[config.mk]
export PLATFORM = sky130hd
export DESIGN_NAME = vga_console_writer
export DESIGN_NICKNAME = d
export VERILOG_FILES = /design/src/rtl/console_pkg.sv /design/src/rtl/console_addr_gen.sv /design/src/rtl/vga_console_writer.sv
export SDC_FILE = /design/constraint.sdc
export NUM_CORES = 1
export LEC_CHECK = 0
export ABC_AREA = 1
export BUFFER_PORTS_ARGS = -buffer_cell sky130_fd_sc_hd__buf_2
export CELL_PAD_IN_SITES_DETAIL_PLACEMENT = 0
export CELL_PAD_IN_SITES_GLOBAL_PLACEMENT = 1
export CORE_MARGIN = 4
export CORE_UTILIZATION = 43
export DETAILED_ROUTE_END_ITERATION = 8
export GPL_ROUTABILITY_DRIVEN = 1
export GPL_TIMING_DRIVEN = 0
export PLACE_DENSITY = 0.95
export SETUP_SLACK_MARGIN = 0.15
export SLEW_MARGIN = 20
export SYNTH_ARGS = -nofsm -noshare
export SYNTH_HDL_FRONTEND = slang
export SYNTH_HIERARCHICAL = 1
export SYNTH_SLANG_ARGS = --single-unit
[constraint.sdc]
create_clock -name clk -period 11.1 [get_ports clk]
set_input_delay 1.11 -clock clk [delete_from_list [all_inputs] [get_ports clk]]
set_output_delay 1.11 -clock clk [all_outputs]
set_load 0.03 [all_outputs]
[src/rtl/console_pkg.sv]
// Shared constants, character codes and state encoding for the VGA console writer.
package console_pkg;

    localparam int COLS      = 70;
    localparam int RING_ROWS = 64;
    localparam int VIS_ROWS  = 30;

    localparam logic [7:0] CH_BS    = 8'h08;
    localparam logic [7:0] CH_TAB   = 8'h09;
    localparam logic [7:0] CH_LF    = 8'h0A;
    localparam logic [7:0] CH_CR    = 8'h0D;
    localparam logic [7:0] CH_SPACE = 8'h20;
    localparam logic [7:0] CH_TILDE = 8'h7E;

    typedef enum logic [2:0] {
        ST_INIT,
        ST_IDLE,
        ST_PUT,
        ST_CLEAR,
        ST_TAB
    } console_state_t;

    function automatic logic isPrintable(input logic [7:0] c);
        return (c >= CH_SPACE) && (c <= CH_TILDE);
    endfunction

endpackage

[src/rtl/console_addr_gen.sv]
// Registered VRAM byte address generator: o_addr <= row*COLS + col on each enabled cycle.
module console_addr_gen
    import console_pkg::*;
#(
    parameter int COLS = console_pkg::COLS
) (
    input  logic        clk,
    input  logic        rst,
    input  logic        i_en,
    input  logic [5:0]  i_row,
    input  logic [6:0]  i_col,
    output logic [12:0] o_addr
);

    logic [12:0] w_row;
    logic [12:0] w_rowBase;
    logic [12:0] w_addr;
    logic [12:0] r_addr;

    assign w_row = {7'b0, i_row};

    // 70 = 64 + 4 + 2, so the row base needs only three shifted adds.
    generate
        if (COLS == 70) begin : g_shiftAdd
            assign w_rowBase = (w_row << 6) + (w_row << 2) + (w_row << 1);
        end else begin : g_mult
            assign w_rowBase = 13'(w_row * COLS);
        end
    endgenerate

    assign w_addr = w_rowBase + {6'b0, i_col};

    always_ff @(posedge clk) begin
        if (rst) begin
            r_addr <= 13'd0;
        end else if (i_en) begin
            r_addr <= w_addr;
        end
    end

    assign o_addr = r_addr;

endmodule

[src/rtl/vga_console_writer.sv]
// Character-stream writer for the text-mode VGA ring VRAM (cursor, wrap, backspace, scroll).
// Optional feature: define CONSOLE_TAB_EN to expand 0x09 to spaces up to the next multiple of 8.
module vga_console_writer
    import console_pkg::*;
#(
    parameter int COLS      = console_pkg::COLS,
    parameter int RING_ROWS = console_pkg::RING_ROWS,
    parameter int VIS_ROWS  = console_pkg::VIS_ROWS
) (
    input  logic        clk,
    input  logic        rst,
    input  logic        char_valid,
    input  logic [7:0]  char_data,
    output logic        char_ready,
    output logic        wren,
    output logic [31:0] wraddr,
    output logic [31:0] datain,
    output logic [2:0]  memop,
    output logic [5:0]  start_line,
    output logic [5:0]  cur_row,
    output logic [6:0]  cur_col,
    output logic        busy
);

    localparam logic [6:0] LAST_COL = 7'(COLS - 1);
    localparam logic [5:0] LAST_VIS = 6'(VIS_ROWS - 1);
    localparam logic [5:0] LAST_ROW = 6'(RING_ROWS - 1);
    localparam logic [5:0] ROW_MASK = 6'(RING_ROWS - 1);

    console_state_t r_state;
    console_state_t w_stateNext;

    logic [5:0]  r_curRow;
    logic [5:0]  w_curRowNext;
    logic [6:0]  r_curCol;
    logic [6:0]  w_curColNext;
    logic [5:0]  r_visRow;
    logic [5:0]  w_visRowNext;
    logic [5:0]  r_startLine;
    logic [5:0]  w_startLineNext;
    logic [6:0]  r_clrCol;
    logic [6:0]  w_clrColNext;
    logic [5:0]  r_initRow;
    logic [5:0]  w_initRowNext;
    logic        r_initDone;
    logic        w_initDoneNext;
    logic        r_advance;
    logic        w_advanceNext;
    logic        r_wren;
    logic        w_wrenNext;
    logic [7:0]  r_data;
    logic [7:0]  w_dataNext;
    logic        r_charReady;
    logic        r_busy;

    logic [5:0]  w_wrRow;
    logic [6:0]  w_wrCol;
    logic [12:0] w_addr;
    logic        w_accept;
    logic        w_newline;
    logic [5:0]  w_rowInc;
    logic [6:0]  w_colInc;

    assign w_accept = char_valid && r_charReady;
    assign w_rowInc = (r_curRow + 6'd1) & ROW_MASK;
    assign w_colInc = r_curCol + 7'd1;

    // Every write is decided one edge ahead: the row/col chosen here become wraddr
    // in the same cycle that wren goes high, so the strobe and address stay aligned.
    always_comb begin
        w_stateNext     = r_state;
        w_curRowNext    = r_curRow;
        w_curColNext    = r_curCol;
        w_visRowNext    = r_visRow;
        w_startLineNext = r_startLine;
        w_clrColNext    = r_clrCol;
        w_initRowNext   = r_initRow;
        w_initDoneNext  = r_initDone;
        w_advanceNext   = r_advance;
        w_wrenNext      = 1'b0;
        w_dataNext      = r_data;
        w_wrRow         = r_curRow;
        w_wrCol         = r_curCol;
        w_newline       = 1'b0;

        case (r_state)
            ST_INIT: begin
                if (r_initDone) begin
                    w_stateNext = ST_IDLE;
                end else begin
                    w_wrenNext = 1'b1;
                    w_dataNext = CH_SPACE;
                    w_wrRow    = r_initRow;
                    w_wrCol    = r_clrCol;
                    if (r_clrCol == LAST_COL) begin
                        w_clrColNext = 7'd0;
                        if (r_initRow == LAST_ROW) begin
                            w_initDoneNext = 1'b1;
                        end else begin
                            w_initRowNext = r_initRow + 6'd1;
                        end
                    end else begin
                        w_clrColNext = r_clrCol + 7'd1;
                    end
                end
            end

            ST_IDLE: begin
                if (w_accept) begin
                    if (isPrintable(char_data)) begin
                        w_stateNext   = ST_PUT;
                        w_wrenNext    = 1'b1;
                        w_dataNext    = char_data;
                        w_advanceNext = 1'b1;
                    end else if (char_data == CH_LF) begin
                        w_newline = 1'b1;
                    end else if (char_data == CH_CR) begin
                        w_curColNext = 7'd0;
                    end else if ((char_data == CH_BS) && (r_curCol != 7'd0)) begin
                        w_stateNext   = ST_PUT;
                        w_curColNext  = r_curCol - 7'd1;
                        w_wrCol       = r_curCol - 7'd1;
                        w_wrenNext    = 1'b1;
                        w_dataNext    = CH_SPACE;
                        w_advanceNext = 1'b0;
`ifdef CONSOLE_TAB_EN
                    end else if (char_data == CH_TAB) begin
                        w_stateNext = ST_TAB;
                        w_wrenNext  = 1'b1;
                        w_dataNext  = CH_SPACE;
`endif
                    end
                end
            end

            ST_PUT: begin
                if (r_advance && (r_curCol == LAST_COL)) begin
                    w_newline = 1'b1;
                end else begin
                    if (r_advance) begin
                        w_curColNext = w_colInc;
                    end
                    w_stateNext = ST_IDLE;
                end
            end

            ST_CLEAR: begin
                if (r_clrCol == LAST_COL) begin
                    w_stateNext = ST_IDLE;
                end else begin
                    w_clrColNext = r_clrCol + 7'd1;
                    w_wrenNext   = 1'b1;
                    w_dataNext   = CH_SPACE;
                    w_wrCol      = r_clrCol + 7'd1;
                end
            end

`ifdef CONSOLE_TAB_EN
            ST_TAB: begin
                if (r_curCol == LAST_COL) begin
                    w_newline = 1'b1;
                end else begin
                    w_curColNext = w_colInc;
                    if (w_colInc[2:0] == 3'd0) begin
                        w_stateNext = ST_IDLE;
                    end else begin
                        w_wrenNext = 1'b1;
                        w_dataNext = CH_SPACE;
                        w_wrCol    = w_colInc;
                    end
                end
            end
`endif

            default: begin
                w_stateNext = ST_INIT;
            end
        endcase

        // Shared newline path: move the cursor, scroll once the screen is full,
        // and issue column 0 of the new row so CLEAR follows without a gap.
        if (w_newline) begin
            w_curColNext = 7'd0;
            w_curRowNext = w_rowInc;
            if (r_visRow == LAST_VIS) begin
                w_startLineNext = r_startLine + 6'd1;
            end else begin
                w_visRowNext = r_visRow + 6'd1;
            end
            w_stateNext  = ST_CLEAR;
            w_clrColNext = 7'd0;
            w_wrenNext   = 1'b1;
            w_dataNext   = CH_SPACE;
            w_wrRow      = w_rowInc;
            w_wrCol      = 7'd0;
        end
    end

    always_ff @(posedge clk) begin
        if (rst) begin
            r_state     <= ST_INIT;
            r_curRow    <= 6'd0;
            r_curCol    <= 7'd0;
            r_visRow    <= 6'd0;
            r_startLine <= 6'd0;
            r_clrCol    <= 7'd0;
            r_initRow   <= 6'd0;
            r_initDone  <= 1'b0;
            r_advance   <= 1'b0;
            r_wren      <= 1'b0;
            r_data      <= 8'd0;
            r_charReady <= 1'b0;
            r_busy      <= 1'b1;
        end else begin
            r_state     <= w_stateNext;
            r_curRow    <= w_curRowNext;
            r_curCol    <= w_curColNext;
            r_visRow    <= w_visRowNext;
            r_startLine <= w_startLineNext;
            r_clrCol    <= w_clrColNext;
            r_initRow   <= w_initRowNext;
            r_initDone  <= w_initDoneNext;
            r_advance   <= w_advanceNext;
            r_wren      <= w_wrenNext;
            r_data      <= w_dataNext;
            r_charReady <= (w_stateNext == ST_IDLE);
            r_busy      <= (w_stateNext != ST_IDLE);
        end
    end

    console_addr_gen #(
        .COLS (COLS)
    ) u_addrGen (
        .clk    (clk),
        .rst    (rst),
        .i_en   (w_wrenNext),
        .i_row  (w_wrRow),
        .i_col  (w_wrCol),
        .o_addr (w_addr)
    );

    assign char_ready = r_charReady;
    assign wren       = r_wren;
    assign wraddr     = {19'b0, w_addr};
    assign datain     = {24'h0, r_data};
    assign memop      = 3'b000;
    assign start_line = r_startLine;
    assign cur_row    = r_curRow;
    assign cur_col    = r_curCol;
    assign busy       = r_busy;

endmodule
==> flow_summary_export.csv, run 1 <==
group,metric,value,unit
critical_path,reg2reg_slack,6.68,ns
route,drc,0,
placed_design,dp_hpwl,9.53,mm
synthesis,synthArstFlopShare,0,
critical_path,crit_type,"in2reg",
route,viasPerCell,4.63,
critical_path,regToRegStartpoint,"cur_col[1]",
sta,finalHoldViolCount,0,
critical_path,worstPathMaxFanout,10,
synthesis,yosysTopAreaCellShare,0.254,
sta,fin_crit,4.81,ns
floorplan,fp.dieArea,0.0141,sq mm
critical_path,crit_slowest_cell,"o21ai_0",
critical_path,crit_path_start_kind,"primary input",
sta,rsz0062_at_grt,"false",
clock_network,htree_levels,3,
sta,timing.fmax,208,MHz
finish,area.growth.synth_to_final,18.1,%
floorplan,initial_utilization,0.440,
sta,setup_violations,0,
synthesis,yosys.cell_count.top_type,"nand2_1",
global_routing,antenna_found_initial,0,
clock_network,post_cts.repair.setup_buffers,0,
synthesis,yosys_most_used_dff,"dfxtp_1",
synthesis,syn_inst,792,
clock_network,clk_pin_slew,0.06,ns
power_and_ir_drop,p_leak,3.21,nW
synthesis,syn_area,0.00529,sq mm
route,drtAntennaViolNets,0,
floorplan,io_pins,100,
synthesis,synth_top_area_cell,"dfxtp_1",
finish,fin_area,0.00625,sq mm
clock_network,root_buffer,"clkbuf_16",
synthesis,synth-seq-area-share,0.254,
clock_network,numCtsBuffers,9,
global_routing,grt_pass1_vias,4367,
clock_network,cts.repair.resized,0,
global_routing,grt_util_all_layers,0.179,
synthesis,synth-simple-area-share,0.345,
route,initialDrtViolationCount,291,
placed_design,pre_cts_ws,5.96,ns
sta,report.final.slew_viol_count,0,
placed_design,port_buffers,53,
synthesis,synthMuxAreaShare,0,
synthesis,synth.avg_cell_area,6.68,sq um
clock_network,cts_sinks,67,
route,wl,12.3,mm
synthesis,synth_compound_area_frac,0.100,
sta,fin_tns_setup,0,ns
critical_path,crit_path_end,"u_addrGen/o_addr[11]",
route,avgRoutedWirePerCell,11.7,um
clock_network,clockBufferDepth,2,
floorplan,num_rows,40,
finish,fillers,1214,
synthesis,yosys_warnings,6,
clock_network,cts_tree,"built",
route,first_pass_iters,5,
sta,finalCritPeriodShare,0.434,
floorplan,die_x,119,um
critical_path,cp-end-kind,"flop",
global_routing,grt_pass1_wl,21.0,mm
finish,finalNetCount,946,
synthesis,synth_seq_cells,67,
power_and_ir_drop,power_density,110,mW/mm^2
synthesis,synth_common_cells,"nand2_1 (189), inv_1 (95), nor2_1 (84)",
floorplan,core-area,0.0120,sq mm
placed_design,dpl-instance-area,0.00591,sq mm
critical_path,crit_required,11.34,ns
critical_path,cp.arrival,5.05,ns
synthesis,yosys.area_share.adder,0.0880,
power_and_ir_drop,irDropWorstVdd,0.0641,mV
floorplan,die_h,119,um
job,drv_cap,0,
critical_path,critPathMaxStageDelay,0.59,ns
finish,drive_above_1_share,0.199,
global_routing,gr-total-overflow,0,
route,vias,4880,
critical_path,crit_path_cell_trace,"buf_2, nand2_1, inv_1, nand3_1, nand2_4, buf_6, o21ai_0, inv_1, fa_1, inv_1, fa_1, ha_1, or2_4, nand3_2, nand2_1, nand2_1, nand3_1, nand2_1, inv_1",
worst_hold_path,hold-path-cell-count,2,
finish,diodes,0,
sta,layout_setup_ws,6.29,ns
synthesis,synth_area_leaders,"dfxtp_1 (25%), nand2_1 (13%), buf_4 (7.0%)",
clock_network,ctsHoldBuffers,0,
sta,skew,0.0125,ns
sta,tightest_slew,0.746,ns
outcome,status,"complete, no violations",
synthesis,yosysUniqueCellTypes,43,
synthesis,synth_top_family_by_area,"simple AND/OR/NAND/NOR gates",
placed_design,gp_congestion,0.905,
critical_path,reg2regPathDepth,20,
global_routing,grt_start_max_net_pins,12,
critical_path,startpoint,"char_valid",
worst_hold_path,hold_path_class,"reg2reg",
synthesis,synth_edf_count,0,
sta,max_slew_margin,0.497,
clock_network,insertion_delay,0.35,ns
synthesis,synth-xor-area-share,0.0414,
critical_path,timing.rr.end,"u_addrGen/o_addr[11]",
## layout by cell type, fill, tap and decap left out, drive strengths merged
cell / netlist / routed
ha: 26 / 26
bufinv: 0 / 2
buf: 61 / 114
xor2: 15 / 15
xnor2: 10 / 10
inv: 103 / 104
o21bai: 2 / 2
nand4: 18 / 18
a21boi: 1 / 1
o211ai: 2 / 2
nor2: 98 / 98
dfxtp: 67 / 67
or2: 3 / 3
nand3b: 2 / 2
clkbuf: 5 / 17
a211oi: 1 / 1
nand3: 62 / 62
conb: 1 / 47
o22ai: 4 / 4
and3: 1 / 1
nor3b: 1 / 1
a21oi: 47 / 47
nand2: 203 / 203
clkinv: 3 / 3
fa: 7 / 7
o21ai: 41 / 41
nor3: 8 / 8
## worst max-delay path, delay by kind of cell
kind            cells  cell delay [ns]
buf+inv             6             0.73
compound gates      1             0.59
simple gates        9             1.24
fa+ha+maj           3             1.35
## metrics by stage
step | hold WS [ns] | utilization | power [W] | std cells
after floorplan | 0.441 | - | 0.000349 | 838
after global placement | 0.425 | 0.492 | 0.000370 | 1038
after detailed placement | 0.438 | 0.492 | 0.000370 | 1038
after CTS | 0.448 | 0.520 | 0.000693 | 1053
after global routing | 0.457 | 0.520 | 0.000718 | 1053
final | 0.448 | 0.520 | 0.000688 | 1053
## worst min path at each step
stage,from,endpoint
global route,r_data[7],r_data[7]
global placement,r_data[7],r_data[7]
detailed placement,r_data[7],r_data[7]
floorplan,r_visRow[5],r_visRow[5]
finish,r_data[7],r_data[7]
CTS,r_data[7],r_data[7]
## report_power, final
group | switching (W) | leakage, nW | internal [W]
clock network | 0.000108 | 0.165 | 0.000214
logic | 0.0000755 | 2.50 | 0.0000414
registers | 0.00000287 | 0.544 | 0.000246
total | 0.000186 | 3.21 | 0.000502
## final cells by class
| class | count | area (sq um) | share of cell area |
|---|---|---|---|
| clock buffers | 12 | 267 | 0.0427 |
| multi-input cells | 599 | 3210 | 0.515 |
| flip-flops and latches | 67 | 1340 | 0.215 |
| well taps | 147 | 184 | 0.0294 |
| inverters | 106 | 405 | 0.0649 |
| plain buffers | 66 | 500 | 0.0801 |
| repair buffers | 53 | 265 | 0.0425 |
| clock inverters | 3 | 68.8 | 0.0110 |
## sequential cells by signal, indices dropped and copies added (netlist names), 3 cells and up
| register | cells |
|---|---|
| r_data | 8 |
| start_line | 6 |
| cur_row | 6 |
| r_state | 3 |
| r_visRow | 6 |
| r_clrCol | 7 |
| u_addrGen/o_addr | 13 |
| cur_col | 7 |
| r_initRow | 6 |
## logic make-up (layout without fill, tap and decap cells)
family,Yosys count,in the layout
adders and majority gates,33,33
xor gates and xnor gates,25,25
and+or+nand+nor,396,396
AOI/OAI and AO/OA,98,98
other,1,47
DFF,67,67
buffers and inverters,172,240
## layer usage
| layer | track usage | wire (um) |
|---|---|---|
| met1 | 0.249 | 6030 |
| met5 | 0 | 0 |
| met2 | 0.279 | 5470 |
| met3 | 0.0404 | 612 |
| met4 | 0.0529 | 166 |
No activity file was read; power rests on OpenSTA's default activity.
==> inputs of run 2 (changes only) <==
CORE_UTILIZATION = 36   (was 43)
PLACE_DENSITY = 0.87   (was 0.95)
clock period = 4.15 ns   (was 11.1 ns; I/O delays follow)
==> flow_summary_export.csv, run 2 (same netlist as run 1, synthesis figures left out) <==
group,metric,value,unit
outcome,status,"complete, no violations",
route,wl,12.8,mm
route,vias,4903,
clock_network,htree_levels,3,
floorplan,io_pins,100,
sta,timing.fmax,267,MHz
route,avgRoutedWirePerCell,11.6,um
global_routing,grt_busiest_layer,"met2",
floorplan,core-area,0.0145,sq mm
sta,finalCritPeriodShare,0.902,
placed_design,dpl-instance-area,0.00596,sq mm
clock_network,insertion_delay,0.34,ns
finish,area.growth.synth_to_final,20.5,%
power_and_ir_drop,power_density,273,mW/mm^2
route,initialDrtViolationCount,380,
global_routing,grt_pass1_wl,21.8,mm
clock_network,ctsHoldBuffers,0,
floorplan,initial_utilization,0.365,
route,drtAntennaViolNets,0,
floorplan,num_rows,44,
finish,final_common_cell,"nand2_1",
global_routing,gr-total-overflow,0,
floorplan,die_x,129,um
clock_network,numCtsBuffers,9,
finish,reg_top3,"u_addrGen/o_addr: 13 flops, r_data: 8 flops",
finish,largest_register,"u_addrGen/o_addr",
global_routing,grt_start_max_net_pins,13,
finish,diodes,0,
finish,finalNetCount,954,
placed_design,port_buffers,53,
finish,largest_reg_flops,13,
floorplan,die_h,129,um
critical_path,cp-end-kind,"flop",
global_routing,met3_usage,0.0334,
sta,report.final.slew_viol_count,0,
critical_path,worstPathMaxFanout,10,
sta,fin_crit,3.74,ns
placed_design,dp_hpwl,10.0,mm
critical_path,crit_path_start_kind,"flop",
clock_network,clockBufferDepth,2,
critical_path,cp.arrival,3.98,ns
sta,finalHoldViolCount,0,
floorplan,fp.dieArea,0.0167,sq mm
route,first_pass_iters,4,
clock_network,cts_sinks,67,
critical_path,crit_required,4.39,ns
global_routing,grtUsageMet1,0.208,
power_and_ir_drop,irDropWorstVdd,0.186,mV
global_routing,use_met2,0.268,
sta,tightest_slew,0.659,ns
critical_path,reg2reg_slack,0.41,ns
global_routing,grt_util_all_layers,0.161,
global_routing,grt_pass1_vias,4681,
job,drv_cap,0,
sta,fin_tns_setup,0,ns
worst_hold_path,hold_path_class,"reg2reg",
global_routing,antenna_found_initial,0,
sta,hold_slack,0.435,ns
placed_design,gp_congestion,0.861,
route,drc,0,
route,viasPerCell,4.47,
finish,final_cell_mix,"nand2_1 (188), inv_1 (93), nor2_1 (83)",
sta,rsz0062_at_grt,"false",
clock_network,root_buffer,"clkbuf_16",
finish,drive_above_1_share,0.220,
critical_path,crit_type,"reg2reg",
sta,setup_violations,0,
sta,max_slew_margin,0.556,
clock_network,clk_pin_slew,0.06,ns
finish,fin_area,0.00637,sq mm
clock_network,cts_tree,"built",
sta,skew,0.00980,ns
power_and_ir_drop,p_leak,3.23,nW
-- run 2: cell count changes in the layout (fill, tap and decap cells not counted), sizes merged --
| cell | previous run | this run |
|---|---|---|
| clkbuf | 17 | 14 |
| inv | 104 | 102 |
| bufinv | 2 | 1 |
| clkinvlp | 0 | 3 |
| buf | 114 | 122 |
| clkinv | 3 | 6 |
-- run 2: report_power, final --
part,total [W],switching [W],internal [W]
Combinational,0.000321,0.000206,0.000116
Sequential,0.000664,0.00000776,0.000656
Clock,0.000755,0.000293,0.000462
-- run 2: worst max-delay path, cell delays in order (launching register included) --
cell and delay, ns:
dfxtp_4 0.37, inv_1 0.12, ha_1 0.16, nand2_1 0.09, nor2_4 0.12, nand4_4 0.14, nand2_8 0.12, buf_6 0.17
nand2_1 0.09, o21ai_2 0.12, inv_1 0.10, fa_1 0.53, inv_1 0.05, fa_1 0.56, ha_4 0.23, or2_4 0.27
nand3b_1 0.12, nand2_1 0.06, nand2_1 0.05, nand3_1 0.06, nand2_1 0.06, inv_1 0.03
-- run 2: area by class of cell --
| type | count | area (sq um) |
|---|---|---|
| Clock buffer | 9 | 225 |
| Buffer | 66 | 500 |
| Fill cell | 1556 | 8110 |
| Inverter | 106 | 409 |
| Timing Repair Buffer | 61 | 325 |
| Multi-Input combinational cell | 599 | 3270 |
| Clock inverter | 6 | 67.6 |
| Sequential cell | 67 | 1350 |
| Tap cell | 184 | 230 |
-- run 2: routing by layer --
metal / vias up / wire length [um] / share of wire
li1: 2669 / - / -
met1: 2155 / 6100 / 0.48
met2: 69 / 5960 / 0.47
met3: 10 / 544 / 0.043
met4: 0 / 182 / 0.014
met5: - / 0 / 0
-- run 2: stage by stage --
stage,setup slack [ns],power [W],util,cells
after floorplan,0.188,0.000934,-,838
after global placement,-0.209,0.000992,0.411,1075
after detailed placement,-0.182,0.000992,0.411,1075
after CTS,0.155,0.00176,0.434,1090
after global routing,0.168,0.00184,0.440,1098
final,0.406,0.00174,0.440,1098
-- run 2: path summary, 6_finish.rpt --
path                   start                  end  depth (start not counted)
setup / recovery  cur_col[1]  u_addrGen/o_addr[9]                         21
hold / removal     r_data[7]            r_data[7]                          2
setup reg to reg  cur_col[1]  u_addrGen/o_addr[9]                         21
hold reg to reg    r_data[7]            r_data[7]                          2
-- run 2: repair_timing --
| action | 4_1_cts | 5_1_grt |
|---|---|---|
| pin swaps | 0 | 1 |
| buffers inserted | 0 | 8 |
| hold endpoints to repair | 0 | 0 |
| endpoints found under the setup margin | 7 | 7 |
| gates resized for setup | 11 | 12 |
